## config.mk

```make
export PLATFORM = sky130hd
export DESIGN_NAME = program_loader
export DESIGN_NICKNAME = d
export VERILOG_FILES = /design/src/rtl/program_loader_pkg.sv /design/src/rtl/program_loader_byte_assembler.sv /design/src/rtl/program_loader.sv
export SDC_FILE = /design/constraint.sdc
export NUM_CORES = 1
export LEC_CHECK = 0
export ABC_AREA = 1
export BUFFER_PORTS_ARGS = -buffer_cell sky130_fd_sc_hd__buf_2
export CAP_MARGIN = 10
export CORE_ASPECT_RATIO = 1.2
export CORE_MARGIN = 2
export CORE_UTILIZATION = 50
export DETAILED_ROUTE_END_ITERATION = 10
export PLACE_DENSITY_LB_ADDON = 0.3
export SLEW_MARGIN = 30
export SYNTH_ARGS = -nofsm -noshare
export SYNTH_HDL_FRONTEND = slang
export SYNTH_SLANG_ARGS = --single-unit
```

## constraint.sdc

```tcl
create_clock -name i_clk -period 5.85 [get_ports i_clk]
set_input_delay 0.585 -clock i_clk [delete_from_list [all_inputs] [get_ports i_clk]]
set_output_delay 0.585 -clock i_clk [all_outputs]
set_load 0.1 [all_outputs]
```

## src/rtl/program_loader_pkg.sv

```systemverilog
// Shared instruction-set definitions used by the program loader and its
// byte assembler: word geometry, instruction class codes and loader states.
package program_loader_pkg;

  localparam int INST_WIDTH = 24;
  localparam int BYTE_WIDTH = 8;
  localparam int CLASS_MSB  = 23;
  localparam int CLASS_LSB  = 22;

  typedef enum logic [1:0] {
    CLASS_ALU   = 2'b00,
    CLASS_CONST = 2'b01,
    CLASS_MEM   = 2'b10,
    CLASS_CTRL  = 2'b11
  } instClass_t;

  typedef enum logic [1:0] {
    ST_IDLE  = 2'b00,
    ST_RECV  = 2'b01,
    ST_WRITE = 2'b10,
    ST_DONE  = 2'b11
  } loaderState_t;

  // Extract the instruction class field from a full instruction word.
  function automatic instClass_t instClass(input logic [INST_WIDTH-1:0] word);
    return instClass_t'(word[CLASS_MSB:CLASS_LSB]);
  endfunction

endpackage

```

## src/rtl/program_loader_byte_assembler.sv

```systemverilog
// Packs three host bytes, most significant first, into one instruction word.
// The word register is updated in place so each byte lands in its final slot.
module program_loader_byte_assembler
  import program_loader_pkg::*;
(
  input  logic                  i_clk,
  input  logic                  i_reset,
  input  logic                  i_clear,
  input  logic                  i_accept,
  input  logic [BYTE_WIDTH-1:0] i_byte,
  output logic [INST_WIDTH-1:0] o_word,
  output logic                  o_word_ready
);

  logic [INST_WIDTH-1:0] r_word;
  logic [1:0]            r_byteIdx;

  // The third accepted byte completes the word in the same cycle it is taken.
  assign o_word_ready = i_accept && (r_byteIdx == 2'd2);
  assign o_word       = r_word;

  // Steer each accepted byte into its slot and advance the byte index.
  always_ff @(posedge i_clk) begin
    if (i_reset) begin
      r_word    <= '0;
      r_byteIdx <= 2'd0;
    end else if (i_clear) begin
      r_byteIdx <= 2'd0;
    end else if (i_accept) begin
      case (r_byteIdx)
        2'd0: begin
          r_word[INST_WIDTH-1 -: BYTE_WIDTH] <= i_byte;
          r_byteIdx <= 2'd1;
        end
        2'd1: begin
          r_word[INST_WIDTH-BYTE_WIDTH-1 -: BYTE_WIDTH] <= i_byte;
          r_byteIdx <= 2'd2;
        end
        2'd2: begin
          r_word[BYTE_WIDTH-1:0] <= i_byte;
          r_byteIdx <= 2'd0;
        end
        default: r_byteIdx <= 2'd0;
      endcase
    end
  end

endmodule

```

## src/rtl/program_loader.sv

```systemverilog
// Writer side of the instruction memory: takes a host byte stream, builds
// 24-bit words, writes them to consecutive addresses while holding the CPU,
// and keeps saturating per-class counts of the words written.
module program_loader
  import program_loader_pkg::*;
#(
  parameter int ADDR_WIDTH = 8,
  parameter int CNT_WIDTH  = 16
)
(
  input  logic                    i_clk,
  input  logic                    i_reset,
  input  logic                    i_start,
  input  logic [ADDR_WIDTH:0]     i_n_inst,
  input  logic                    i_byte_valid,
  input  logic [BYTE_WIDTH-1:0]   i_byte_data,
  output logic                    o_byte_ready,
  output logic [ADDR_WIDTH-1:0]   o_inst_addr,
  output logic [INST_WIDTH-1:0]   o_inst_data,
  output logic                    o_write_inst,
  output logic                    o_cpu_hold,
  output logic                    o_busy,
  output logic                    o_done,
  output logic [4*CNT_WIDTH-1:0]  o_class_cnt
);

  localparam logic [ADDR_WIDTH:0] MAX_INST = {1'b1, {ADDR_WIDTH{1'b0}}};

  loaderState_t          r_state;
  logic [ADDR_WIDTH:0]   r_nInst;
  logic [ADDR_WIDTH-1:0] r_addr;
  logic                  r_byteReady;
  logic                  r_writeInst;
  logic                  r_cpuHold;
  logic                  r_busy;
  logic                  r_done;
  logic [CNT_WIDTH-1:0]  r_classCnt [4];

  logic                  w_start;
  logic                  w_accept;
  logic                  w_wordReady;
  logic [INST_WIDTH-1:0] w_word;
  logic [ADDR_WIDTH:0]   w_nSat;
  logic                  w_lastWord;
  instClass_t            w_class;

  assign w_start    = (r_state == ST_IDLE) && i_start;
  assign w_accept   = (r_state == ST_RECV) && i_byte_valid && r_byteReady;
  assign w_nSat     = (i_n_inst > MAX_INST) ? MAX_INST : i_n_inst;
  assign w_lastWord = ({1'b0, r_addr} == (r_nInst - (ADDR_WIDTH+1)'(1)));
  assign w_class    = instClass(w_word);

  program_loader_byte_assembler u_assembler (
    .i_clk        (i_clk),
    .i_reset      (i_reset),
    .i_clear      (w_start),
    .i_accept     (w_accept),
    .i_byte       (i_byte_data),
    .o_word       (w_word),
    .o_word_ready (w_wordReady)
  );

  assign o_byte_ready = r_byteReady;
  assign o_inst_addr  = r_addr;
  assign o_inst_data  = w_word;
  assign o_write_inst = r_writeInst;
  assign o_cpu_hold   = r_cpuHold;
  assign o_busy       = r_busy;
  assign o_done       = r_done;
  assign o_class_cnt  = {r_classCnt[CLASS_CTRL], r_classCnt[CLASS_MEM],
                         r_classCnt[CLASS_CONST], r_classCnt[CLASS_ALU]};

  // Loader FSM; outputs are registered to match the state being entered.
  always_ff @(posedge i_clk) begin
    if (i_reset) begin
      r_state     <= ST_IDLE;
      r_nInst     <= '0;
      r_addr      <= '0;
      r_byteReady <= 1'b0;
      r_writeInst <= 1'b0;
      r_cpuHold   <= 1'b0;
      r_busy      <= 1'b0;
      r_done      <= 1'b0;
      for (int i = 0; i < 4; i++) r_classCnt[i] <= '0;
    end else begin
      case (r_state)
        ST_IDLE: begin
          if (w_start) begin
            r_nInst <= w_nSat;
            r_addr  <= '0;
            for (int i = 0; i < 4; i++) r_classCnt[i] <= '0;
            if (w_nSat == '0) begin
              r_state <= ST_DONE;
              r_done  <= 1'b1;
            end else begin
              r_state     <= ST_RECV;
              r_byteReady <= 1'b1;
              r_busy      <= 1'b1;
              r_cpuHold   <= 1'b1;
            end
          end
        end
        ST_RECV: begin
          if (w_wordReady) begin
            r_state     <= ST_WRITE;
            r_byteReady <= 1'b0;
            r_writeInst <= 1'b1;
          end
        end
        ST_WRITE: begin
          r_writeInst <= 1'b0;
          if (r_classCnt[w_class] != '1)
            r_classCnt[w_class] <= r_classCnt[w_class] + CNT_WIDTH'(1);
          if (w_lastWord) begin
            r_state   <= ST_DONE;
            r_done    <= 1'b1;
            r_busy    <= 1'b0;
            r_cpuHold <= 1'b0;
          end else begin
            r_addr      <= r_addr + ADDR_WIDTH'(1);
            r_state     <= ST_RECV;
            r_byteReady <= 1'b1;
          end
        end
        ST_DONE: begin
          r_done  <= 1'b0;
          r_state <= ST_IDLE;
        end
        default: r_state <= ST_IDLE;
      endcase
    end
  end

endmodule

```

==> reports/metrics.yaml <==
detailed_routing:
  wl_um: 15300
  vias_per_cell: 5.38
  drt-initial-drc-count: 374
  ant_nets: 0
  drc: 0
  dr_total_vias: 5116
  wire_per_inst_um: 16.1
  drt-pass1-iter-count: 5
sta:
  clock_skew_ns: 0.00788
  max_freq_mhz: 323
  setup_viol: 0
  rsz0062_at_grt: "no"
  holdWs_ns: 0.443
  fin_crit_sh_pct: 53.0
  period_needed_ns: 3.10
  relSlewSlack_pct: 35.1
  finalSetupTns_ns: 0
  hold_viol_final: 0
  slew_viol_final: 0
  worst_slew_pin_slew_ns: 0.972
clock_network:
  ctsHoldBuffers: 0
  clkSinkCount: 115
  h-tree-depth: 4
  post_cts.repair.setup_buffers: 0
  cts_buffer_depth: 2
  cts_root_buf: "clkbuf_16"
  path_clk_slew_ns: 0.06
  cts_tree: "done"
  cts_resized: 0
  cts_buffers: 17
  clock_latency_ns: 0.41
power:
  power_mw: 2.43
  cellPowerDensity_nw_per_um2: 355
  p_int_mw: 1.58
  power_frac_seq_pct: 38.5
  power.leakage_nw: 3.08
  power_switching_uw: 855
  peakVddDrop_mv: 0.220
  p_comb_share_pct: 21.8
  pwr-share-clk_pct: 39.7
  switching_share_pct: 35.2
finish:
  layout.nets: 808
  drive_above_1_share_pct: 24.2
  design_area_um2: 6860
  n_antenna_cell: 0
  fin_util_pct: 61.9
  synthToLayoutAreaGrowth_pct: 20.4
run:
  max_cap_violations: 0
place:
  dp_hpwl_um: 11500
  dpl_cell_area_um2: 6300
  io_buffers: 121
  gp_congestion: 0.952
yosys:
  synth_nets: 691
  synth-compound-area-share_pct: 5.75
  synth_seq_cells: 115
  synthDistinctLibCells: 38
  synth_seq_area_share_pct: 51.7
  yosys.area_share.adder_pct: 0.659
  synthSimpleGateAreaFrac_pct: 31.1
  synth_edf_count: 64
  synthXorXnorAreaFrac_pct: 3.23
  syn_area_um2: 5700
  synth_warnings: 0
  synth_mux_area_share_pct: 0
  syn_inst: 667
  synth_area_per_cell_um2: 8.54
  async_flop_share_pct: 0
  synth_top_flop_cell: "edfxtp_1"
  synth_top_family_by_area: "simple AND/OR/NAND/NOR gates"
setup_path:
  cp.arrival_ns: 3.10
  critPathCaptureType: "flop"
  startpoint_type: "flop"
  critPathKind: "reg2reg"
  path_max_fanout: 17
  cp.required_ns: 5.85
outcome:
  status: "finished, final reports clean"
floorplan:
  rows: 42
  die_x_um: 101
  ios: 122
  design.die.area_um2: 12300
  core_area_um2: 11100
  start_util_pct: 51.4
  die_h_um: 121
grt:
  antenna_found_initial: 0
  grt_max_degree: 35
  grt_pass1_vias: 4738
  grt_overflow: 0
  track_usage_pct: 25.6
  grt_pass1_wl_um: 23900
hold_path:
  hold_class: "in2reg"
state kept, by name (all words and copies together), names as in the netlist, named ones only:
signal                 count
o_busy                     1
o_done                     1
r_nInst                    9
u_assembler.r_byteIdx      2
o_write_inst               1
u_assembler.o_word        24
r_state                    2
o_byte_ready               1
r_classCnt                64
o_inst_addr                8
layout make-up:
| cell class | count | area [um^2] |
|---|---|---|
| timing repair buffer | 123 | 621 |
| tap | 154 | 193 |
| clock inverter | 10 | 71.3 |
| multi-input combinational | 470 | 2320 |
| sequential | 115 | 2940 |
| fill | 962 | 4230 |
| clock buffer | 22 | 489 |
| inverter | 57 | 224 |
cells in the mapped netlist, types with 8 or more instances:
library cell	n	area share, %
clkbuf_1	8	0.53
nor2_1	129	8.5
nand3_1	71	6.2
inv_1	50	3.3
buf_6	10	2.0
nor2_2	14	1.5
xnor2_1	8	1.2
o21ai_0	20	1.8
edfxtp_1	64	34
nand2_2	8	0.88
nand4_1	13	1.4
dfxtp_1	51	18
a21oi_1	22	1.9
xor2_1	13	2.0
nand2_1	137	9.0
worst paths after layout:
path	startpoint	end	slack (ns)	cells past startpoint
setup reg to reg	flop	r_classCnt[2][1]$_SDFFCE_PN0P_	2.75	10
hold reg to reg	u_assembler.o_word[20]$_SDFFE_PP0P_	u_assembler.o_word[20]$_SDFFE_PP0P_	0.46	2
setup / recovery	flop	r_classCnt[2][1]$_SDFFCE_PN0P_	2.75	10
hold / removal	i_byte_data[2]	u_assembler.o_word[10]$_SDFFE_PP0P_	0.44	3
critical path: stages, from the launching register on:
cell     delay [ns]
dfxtp_1        0.72
inv_4          0.20
nand3_1        0.14
nand2_1        0.10
inv_2          0.13
ha_1           0.24
nand2_4        0.10
nor2_2         0.22
nand2_4        0.14
nand4_4        0.21
nand2_1        0.47
layout by cell type (no fill, tap or decap), types with 18 or more instances in the layout:
| cell type | n |
|---|---|
| a21oi_1 | 22 |
| buf_2 | 121 |
| clkbuf_16 | 18 |
| dfxtp_1 | 51 |
| edfxtp_1 | 64 |
| inv_1 | 50 |
| nand2_1 | 137 |
| nand3_1 | 71 |
| nor2_1 | 129 |
| o21ai_0 | 20 |
per-layer routing:
metal / GRT usage, % / vias to the layer above / part of all wire [%]
met5: 0 / - / 0
met4: 11.1 / 0 / 2.4
met3: 5.93 / 32 / 8.1
met2: 41.6 / 240 / 49
met1: 32.3 / 2406 / 40
li1: - / 2438 / -
per-stage QoR:
stage | setup slack, ns | instances
finish | 2.75 | 951
floorplan | 3.01 | 667
detailed placement | 2.82 | 919
global route | 2.54 | 951
CTS | 2.78 | 951
global placement | 2.93 | 919
kinds of logic after synthesis:
family | after synthesis
AND/OR/NAND/NOR | 387
flip-flops | 115
buffers and inverters | 82
AO/OA/AOI/OAI | 59
XOR/XNOR | 21
adder cells (fa/ha/maj) | 3
power by group through the flow:
stage	registers, mW	clock network (mW)	logic [mW]
final	0.937	0.966	0.530
after CTS	0.936	0.979	0.529
after floorplan	1.21	0	0.172
after detailed placement	0.952	0	0.527
after global placement	0.952	0	0.523
after global routing	0.941	1.01	0.558
Power figures use the tool's default switching activity.
